### config.mk
export PLATFORM = sky130hd
export DESIGN_NAME = reram_prog_verify_ctrl
export DESIGN_NICKNAME = d
export VERILOG_FILES = /design/src/rtl/reram_ctrl_pkg.sv /design/src/rtl/reram_prog_verify_ctrl.sv
export SDC_FILE = /design/constraint.sdc
export NUM_CORES = 1
export LEC_CHECK = 0
export CAP_MARGIN = 20
export CORE_UTILIZATION = 30
export CTS_CLUSTER_DIAMETER = 100
export DETAILED_ROUTE_END_ITERATION = 8
export SYNTH_ARGS = -nofsm -noshare
export SYNTH_HDL_FRONTEND = slang
export SYNTH_SLANG_ARGS = --single-unit
### constraint.sdc
create_clock -name wb_clk_i -period 3.6 [get_ports wb_clk_i]
set_input_delay 0.72 -clock wb_clk_i [delete_from_list [all_inputs] [get_ports wb_clk_i]]
set_output_delay 0.72 -clock wb_clk_i [all_outputs]
set_load 0.03 [all_outputs]
### src/rtl/reram_ctrl_pkg.sv
// Shared command/response formats for the ReRAM Wishbone slave and the program/verify sequencer.
package reram_ctrl_pkg;

  localparam int ROW_W  = 5;
  localparam int COL_W  = 5;
  localparam int DATA_W = 8;

  typedef enum logic [2:0] {
    S_IDLE     = 3'd0,
    S_WR_ISSUE = 3'd1,
    S_WR_WAIT  = 3'd2,
    S_RD_ISSUE = 3'd3,
    S_RD_WAIT  = 3'd4,
    S_RESP     = 3'd5
  } state_e;

  typedef enum logic [1:0] {
    ST_OK          = 2'd0,
    ST_VERIFY_FAIL = 2'd1,
    ST_TIMEOUT     = 2'd2
  } status_e;

endpackage

### src/rtl/reram_prog_verify_ctrl.sv
// Single-cell command sequencer for the 32x32 ReRAM core: reads, and programs with
// write/read-back verify and bounded retries, one command outstanding at a time.
module reram_prog_verify_ctrl
  import reram_ctrl_pkg::*;
#(
  parameter int MAX_RETRY   = 3,
  parameter int TIMEOUT_CYC = 64,
  parameter int TOL         = 0
) (
  input  logic              wb_clk_i,
  input  logic              wb_rst_i,
  input  logic              cfg_verify_en_i,
  input  logic              cmd_valid_i,
  output logic              cmd_ready_o,
  input  logic              cmd_we_i,
  input  logic [ROW_W-1:0]  cmd_row_i,
  input  logic [COL_W-1:0]  cmd_col_i,
  input  logic [DATA_W-1:0] cmd_data_i,
  output logic              rsp_valid_o,
  input  logic              rsp_ready_i,
  output logic [DATA_W-1:0] rsp_data_o,
  output logic [1:0]        rsp_status_o,
  output logic [2:0]        rsp_retries_o,
  output logic              core_req_o,
  output logic              core_we_o,
  output logic [ROW_W-1:0]  core_row_o,
  output logic [COL_W-1:0]  core_col_o,
  output logic [DATA_W-1:0] core_wdata_o,
  input  logic              core_done_i,
  input  logic [DATA_W-1:0] core_rdata_i,
  output logic [15:0]       fail_cnt_o
);

  localparam logic [7:0] TO_LAST = 8'(TIMEOUT_CYC - 1);

  state_e              state_q, state_d;
  status_e             status_q, status_d;
  logic                retry_inc;
  logic                we_q, verify_q;
  logic [ROW_W-1:0]    row_q;
  logic [COL_W-1:0]    col_q;
  logic [DATA_W-1:0]   wdata_q, rdata_q;
  logic [2:0]          retry_q;
  logic [7:0]          to_cnt_q;
  logic [15:0]         fail_cnt_q;
  logic                to_hit;

  function automatic logic within_tol(input logic [DATA_W-1:0] rb, input logic [DATA_W-1:0] tgt);
    logic [DATA_W:0] diff;
    logic [DATA_W:0] mag;
    diff = {1'b0, rb} - {1'b0, tgt};
    mag  = diff[DATA_W] ? -diff : diff;
    return int'(mag) <= TOL;
  endfunction

  assign to_hit = (to_cnt_q == TO_LAST);

  always_ff @(posedge wb_clk_i or negedge wb_rst_i) begin
    if (!wb_rst_i) state_q <= S_IDLE;
    else           state_q <= state_d;
  end

  always_comb begin
    state_d   = state_q;
    status_d  = status_q;
    retry_inc = 1'b0;
    case (state_q)
      S_IDLE:     if (cmd_valid_i) state_d = cmd_we_i ? S_WR_ISSUE : S_RD_ISSUE;
      S_WR_ISSUE: state_d = S_WR_WAIT;
      S_RD_ISSUE: state_d = S_RD_WAIT;
      S_WR_WAIT: begin
        if (core_done_i) begin
          if (verify_q) begin
            state_d = S_RD_ISSUE;
          end else begin
            state_d  = S_RESP;
            status_d = ST_OK;
          end
        end else if (to_hit) begin
          state_d  = S_RESP;
          status_d = ST_TIMEOUT;
        end
      end
      S_RD_WAIT: begin
        if (core_done_i) begin
          if (!we_q || within_tol(core_rdata_i, wdata_q)) begin
            state_d  = S_RESP;
            status_d = ST_OK;
          end else if (int'(retry_q) < MAX_RETRY) begin
            state_d   = S_WR_ISSUE;
            retry_inc = 1'b1;
          end else begin
            state_d  = S_RESP;
            status_d = ST_VERIFY_FAIL;
          end
        end else if (to_hit) begin
          state_d  = S_RESP;
          status_d = ST_TIMEOUT;
        end
      end
      S_RESP:     if (rsp_ready_i) state_d = S_IDLE;
      default:    state_d = S_IDLE;
    endcase
  end

  // Ready is forced low while reset is held so every output reads 0 during reset.
  always_comb begin
    cmd_ready_o = wb_rst_i && (state_q == S_IDLE);
    core_req_o  = (state_q == S_WR_ISSUE) || (state_q == S_RD_ISSUE);
    core_we_o   = (state_q == S_WR_ISSUE);
    rsp_valid_o = (state_q == S_RESP);
  end

  always_ff @(posedge wb_clk_i or negedge wb_rst_i) begin
    if (!wb_rst_i) begin
      we_q       <= 1'b0;
      verify_q   <= 1'b0;
      row_q      <= '0;
      col_q      <= '0;
      wdata_q    <= '0;
      rdata_q    <= '0;
      retry_q    <= '0;
      to_cnt_q   <= '0;
      status_q   <= ST_OK;
      fail_cnt_q <= '0;
    end else begin
      if (state_q == S_IDLE && cmd_valid_i) begin
        we_q     <= cmd_we_i;
        verify_q <= cfg_verify_en_i;
        row_q    <= cmd_row_i;
        col_q    <= cmd_col_i;
        wdata_q  <= cmd_data_i;
        rdata_q  <= '0;
        retry_q  <= '0;
      end
      if (state_q == S_RD_WAIT && core_done_i) rdata_q <= core_rdata_i;
      if (retry_inc) retry_q <= retry_q + 3'd1;
      // Counter runs from the issue cycle so the timeout lands TIMEOUT_CYC cycles after the strobe.
      if (state_d == S_WR_ISSUE || state_d == S_RD_ISSUE)
        to_cnt_q <= '0;
      else if (state_q != S_IDLE && state_q != S_RESP)
        to_cnt_q <= to_cnt_q + 8'd1;
      if (state_q != S_RESP && state_d == S_RESP) begin
        status_q <= status_d;
        if (status_d != ST_OK && fail_cnt_q != 16'hFFFF) fail_cnt_q <= fail_cnt_q + 16'd1;
      end
    end
  end

  assign rsp_data_o    = rdata_q;
  assign rsp_status_o  = status_q;
  assign rsp_retries_o = retry_q;
  assign core_row_o    = row_q;
  assign core_col_o    = col_q;
  assign core_wdata_o  = wdata_q;
  assign fail_cnt_o    = fail_cnt_q;

endmodule
==> summary.txt <==
Vias -> 2970
Synth Area in Compound Gates -> 16.19%
Reg2Reg Depth -> 14
Post-Synthesis Cells -> 356
Worst Hold Class -> reg2reg
Largest family of logic cells by synthesized area -> simple AND/OR/NAND/NOR gates
Vias in the first global route -> 2894
Post-Place Cells -> 591
Synthesized cell area -> 3353 um2
Critical path data required time -> 3.83 ns
Outcome -> complete, no violations
Arrival time worst endpoint -> 3.71 ns
Share of layout cells above drive strength 1 -> 15.89%
Critical Path Start -> core_rdata_i[1]
Crit-path cells -> clkdlybuf4s50_1 -> buf_4 -> ha_1 -> nand2b_1 -> a21oi_4 -> mux2i_1 -> o41ai_2 -> xnor2_1 -> o211ai_2 -> o31a_2 -> nand4_4 -> buf_6 -> mux2_4
Post-DP HPWL -> 6.154 mm
Fin crit period -> 3.482 ns
Critical path fanouts, max -> 6
Asr flop ratio synth -> 100.0%
Top_reg_cell synth -> dfrtp_1
DRT antenna net count -> 0
Final Hold Vio Count -> 0
Final WS setup -> 0.1184 ns
Clock Pin Slew Worst Setup and Hold Paths -> 0.08 ns
Met1 GRT Util -> 21.96%
Xor/xnor share of the synthesized area -> 7.575%
Area growth syn-to-layout -> 46.46%
Max stage delay on crit path -> 0.44 ns
CTS hold repair buffers -> 0
Antenna cell count -> 0
Setup crit end -> fail_cnt_o[1]
Num CTS Buffers -> 9
Critical path class -> in2reg
Site Rows -> 38
Root Driver -> clkbuf_8
Area leader, netlist -> dfrtp_1
Drt pass-1 iters -> 4
Maximum VDD drop -> 0.4756 mV
Period utilization -> 96.71%
Layout Cells excl Fill -> 612
Longest Clk Path Bufs -> 2
Worst slew margin -> 48.92%
Final slew viol count -> 0
Fmax -> 287.2 MHz
Design area -> 4911 um2
Total power -> 3.934 mW
Fill cells -> 1061
PortBufs -> 83
Busiest layer in global routing -> met2
Syn nets -> 401
Worst slew pin tran -> 0.7662 ns
Total die area -> 11600 um2
Placeable Area -> 10890 um2
Reg2reg end -> fail_cnt_o[1]
Skew-Pair Late Insertion Delay -> 0.34 ns
Sinks on Clock Net -> 60
Global route total overflow -> 0
Die Span Y -> 107.7 um
Netlist cell types -> 60
H-tree levels -> 3
Routability congestion estimate from global placement -> 0.8645
Initial antenna violation count -> 0
Area share of the largest cell type after synthesis -> 44.78%
Largest net degree at the start of global routing -> 61
Starting utilization of the core area -> 30.80%
DRC viols -> 0
Reg2Reg Setup Slack -> 0.41 ns
Die width -> 107.7 um
Global-route wire length before repair -> 14.43 mm
Most common cell in the netlist -> nand2_1
EDFF count, synth -> 0
WL per Instance -> 14.26 um
Ports -> 84
Nets -> 512
Post-synth top cells -> nand2_1 (64), dfrtp_1 (60), nor2_1 (27), inv_1 (18), xor2_1 (18)
Mean post-synth cell area -> 9.419 um2
Post-Synth Simple-Gate Area -> 21.31%
Yosys reg bits -> 60
Multiplexer share of the synthesized area -> 1.978%
Clk_skew -> 0.01336 ns
Initial drt markers -> 126
Fraction of the mapped netlist area in adder cells -> 4.701%
CP startpoint kind -> primary input
Cells taking the most area after synthesis -> dfrtp_1 (45%), nand2_1 (7.2%), xor2_1 (4.7%), ha_1 (4.1%), nor2_1 (3.0%)
LEAKAGE -> 2.185 nW
Detailed Route WL -> 8.728 mm
Met2 usage -> 24.18%
Via-to-Cell Ratio -> 4.853
Placed cell area -> 4478 um2
TNS Setup -> 0 ns
Seq/Total Area, Yosys -> 44.78%
Worst r2r src -> core_wdata_o[0]
Worst setup EP type -> flop
Ys Warns -> 0
Grt met3 use -> 5.387%
Post-Place Setup Slack -> -0.4614 ns
Max Cap Viol -> 0
Total GRT Usage -> 16.03%
CTS tree -> built
HP Start -> core_col_o[2]
Final setup vio count -> 0
Crit path max-delay cell type -> clkdlybuf4s50_1
Power Dens Cells -> 801.0 nW/um2
placed cells by master, fill, tap and decap left out, types with 9 or more instances in the layout:
cell | Yosys | routed
xnor2_1 | 11 | 9
nand3_1 | 9 | 9
ha_1 | 11 | 9
o21ai_0 | 16 | 16
inv_1 | 18 | 17
nand2_1 | 64 | 64
clkdlybuf4s50_1 | 0 | 81
dfrtp_1 | 60 | 60
clkbuf_8 | 0 | 13
xor2_1 | 18 | 17
buf_4 | 0 | 25
nor2_1 | 27 | 25
worst min path at each step:
stage                               end  slack (ns)  cells past startpoint
after floorplan           core_col_o[0]        0.42                      0
final                     core_col_o[2]        0.48                      2
after detailed placement  core_col_o[2]        0.47                      2
after CTS                 core_col_o[2]        0.49                      2
after global routing      fail_cnt_o[9]        0.51                      1
after global placement    core_col_o[0]        0.46                      2
per-stage QoR:
| step | utilization [%] | hold WS, ns |
|---|---|---|
| 2_1_floorplan | - | 0.4244 |
| 3_3_place_gp | 41.13 | 0.4601 |
| 3_5_place_dp | 41.13 | 0.4659 |
| 4_1_cts | 44.04 | 0.4854 |
| 5_1_grt | 45.10 | 0.5054 |
| 6_report | 45.10 | 0.4797 |
state kept, by name, summed over array words and instances, names as in the netlist, 3 cells and up:
register / cells
state_q: 3
rsp_data_o: 8
core_wdata_o: 8
to_cnt_q: 8
fail_cnt_o: 16
rsp_retries_o: 3
core_col_o: 5
core_row_o: 5
routing by layer:
metal  part of all wire, %  vias up
met5                     0        -
met4                  0.54        0
met3                   5.9        4
met2                    45       65
met1                    49     1430
li1                      -     1471
timing repair:
action,4_1_cts,5_1_grt
cloned,1,0
pin swaps,4,16
endpoints found under the hold margin,0,0
setup endpoints to repair,9,24
setup buffers,1,3
gates resized for setup,5,17
cells by family after synthesis:
logic type / count (synthesis)
buffers and inverters: 29
flip-flops: 60
AND/OR/NAND/NOR: 147
XOR/XNOR: 29
adder cells (fa/ha/maj): 12
multiplexers: 6
AO/OA/AOI/OAI: 73
worst max-delay path: cells and delay by family:
kind / cells / cell delay, ns
muxes: 2 / 0.40
buffers and inverters: 3 / 0.71
xor gates and xnor gates: 1 / 0.18
AOI/OAI and AO/OA: 4 / 1.10
and+or+nand+nor: 2 / 0.29
adders and majority gates: 1 / 0.29
cell type report:
type                       instances  area, um2  share of cell area (%)
clock buffer                      13      178.9                   3.643
clock inverter                     3      90.09                   1.834
inverter                          18      67.56                   1.376
multi-input combinational        268       1859                   37.86
sequential                        60       1501                   30.57
tap                              140      175.2                   3.567
timing repair buffer             110       1039                   21.15
where the power goes:
| group | switching (mW) | internal (mW) | total [mW] | leakage, nW |
|---|---|---|---|---|
| Clock | 0.276 | 0.536 | 0.813 | 0.136 |
| Sequential | 0.170 | 0.846 | 1.02 | 0.789 |
| Combinational | 1.18 | 0.924 | 2.11 | 1.26 |
| Total | 1.63 | 2.31 | 3.93 | 2.19 |
Power figures use the tool's default switching activity.
==> variant, RTL diff (same settings) <==
The 6 states of `state_e` get a Gray code encoding in 3 bits.
--- a/src/rtl/reram_ctrl_pkg.sv
+++ b/src/rtl/reram_ctrl_pkg.sv
@@ -6,12 +6,12 @@
   localparam int DATA_W = 8;
 
   typedef enum logic [2:0] {
-    S_IDLE     = 3'd0,
-    S_WR_ISSUE = 3'd1,
-    S_WR_WAIT  = 3'd2,
-    S_RD_ISSUE = 3'd3,
-    S_RD_WAIT  = 3'd4,
-    S_RESP     = 3'd5
+    S_IDLE     = 3'b000,
+    S_WR_ISSUE = 3'b001,
+    S_WR_WAIT  = 3'b011,
+    S_RD_ISSUE = 3'b010,
+    S_RD_WAIT  = 3'b110,
+    S_RESP     = 3'b111
   } state_e;
 
   typedef enum logic [1:0] {
Behaviour: no difference found for any inputs over 10 cycles, from zero or initial values and one cycle with wb_rst_i low; not proved beyond that.
==> variant against the original RTL <==
Area after synthesis grew 3.6%. Sequential cell count is the same. Wire length grew 1.2%. Clock skew shrank 6.7 ps. Setup slack gained 53 ps. Total power grew 17%. First-iteration DRC count grew 4.0%. Design area grew 2.9%. Critical endpoint is now fail_cnt_o[14]. Largest power group unchanged.
==> variant: results <==
group,metric,value,unit
clock_tree,h-tree-depth,3,
placement,hpwl,6145,um
sta,holdWs,495.2,ps
global_route,grt_pass1_vias,2988,
clock_tree,cts_root_buf,"clkbuf_16",
setup_path,critPathArrivalTime,3630,ps
power,switchingPower,1.950,mW
routing,drt_iter0_drc,131,
synth,syn_nets,391,
routing,vias_per_cell,5.072,
synth,yosys_warnings,0,
setup_path,cpPeakStageDelay,430,ps
global_route,grt_pass1_wl,14610,um
global_route,grt_antenna_before_repair,0,
layout,largest_reg_flops,16,
clock_tree,clkTransAtPathRegs,50,ps
synth,synth_area_leaders,"dfrtp_1, mux2_2, xor2_1",
setup_path,crit_family,"compound AO/OA/AOI/OAI gates",
outcome,status,"finished, final reports clean",
sta,fin_crit_sh,0.9524,
global_route,track_usage,0.1593,
routing,firstDrtPassIters,4,
layout,fin_nets,496,
placement,io_buffer_count,83,
placement,routabilityCongestion,0.7840,
hold_path,min_path_type,"reg2reg",
synth,synth_cell_types,60,
global_route,grt_max_degree,61,
synth,synthArstFlopShare,1.000,
layout,n_antenna_cell,0,
synth,synth_common_cells,"dfrtp_1, nor2_1, nand2_1",
sta,tightestPinTransition,784.0,ps
layout,nFillCells,1082,
power,ir_drop,0.0004264,V
layout,drive_gt1_frac,0.2083,
setup_path,crit_slowest_cell,"clkdlybuf4s50_1",
setup_path,crit_fanout,6,
synth,ys_seq_area_frac,0.4321,
clock_tree,numCtsBuffers,9,
power,leakage,2.215,nW
routing,wl_per_cell,14.82,um
clock_tree,clock_latency,320,ps
setup_path,reg2reg_slack,510,ps
sta,clock_skew,6.696,ps
placement,place_ws,-476.8,ps
clock_tree,clock_path_buffers,2,
variant: cell types whose count changed after synthesis, moves of 6 or more:
cell / unedited run / this run
o21ai_0: 16 / 10
clkbuf_1: 9 / 1
nor3_1: 4 / 11
a21oi_1: 9 / 18
xnor2_1: 11 / 5
mux2_2: 0 / 22
nand2_1: 64 / 27
and2_1: 8 / 2
variant: worst paths after layout:
| kind | startpoint | to | cells past startpoint |
|---|---|---|---|
| hold / removal | fail_cnt_o[8] | fail_cnt_o[8] | 1 |
| hold reg to reg | fail_cnt_o[8] | fail_cnt_o[8] | 1 |
| setup / recovery | core_rdata_i[2] | fail_cnt_o[14] | 12 |
| max in group asynchronous | wb_rst_i | core_wdata_o[7] | 2 |
| min in group asynchronous | wb_rst_i | core_wdata_o[2] | 2 |
| setup reg to reg | core_wdata_o[0] | fail_cnt_o[8] | 13 |
variant: final cells by class:
type	count	area share
Multi-Input combinational cell	256	0.3909
Sequential cell	60	0.2971
Timing Repair Buffer	103	0.1949
Clock buffer	13	0.05348
Tap cell	140	0.03466
Inverter	21	0.01560
Clock inverter	3	0.01337
variant: cells by family after synthesis:
family	share of synthesized area
AOI/OAI and AO/OA	0.1527
xor gates and xnor gates	0.06554
adders and majority gates	0.04537
buffers and inverters	0.03745
DFF	0.4321
muxes	0.08607
and+or+nand+nor	0.1808
variant: repair_timing:
item                                    in CTS  in global routing
setup buffers                                1                  0
endpoints found under the setup margin      18                 20
pin swaps                                   12                 11
endpoints found under the hold margin        0                  0
gates resized for setup                     18                 11
variant: stage by stage:
step	setup TNS, ps	std cells	cell area [um2]
after floorplan	0	346	3475
after global placement	-7122	579	4567
after detailed placement	-10250	579	4567
after CTS	0	596	5001
after global routing	-8.626	596	5054
final	0	596	5054
variant: metal layers:
metal	share of wire	up-vias	track usage
met5	0	-	0
met4	0.0071	0	0.03714
met3	0.060	5	0.04979
met2	0.47	81	0.2583
met1	0.47	1484	0.2069
li1	-	1453	-
variant: power by group through the flow:
stage                     registers (mW)  logic, mW  clock network, mW
after floorplan                     1.37       1.25                  0
after global placement              1.11       2.28                  0
after detailed placement            1.12       2.31                  0
after CTS                           1.11       2.44              0.991
after global routing                1.15       2.73               1.02
final                               1.11       2.50              0.971
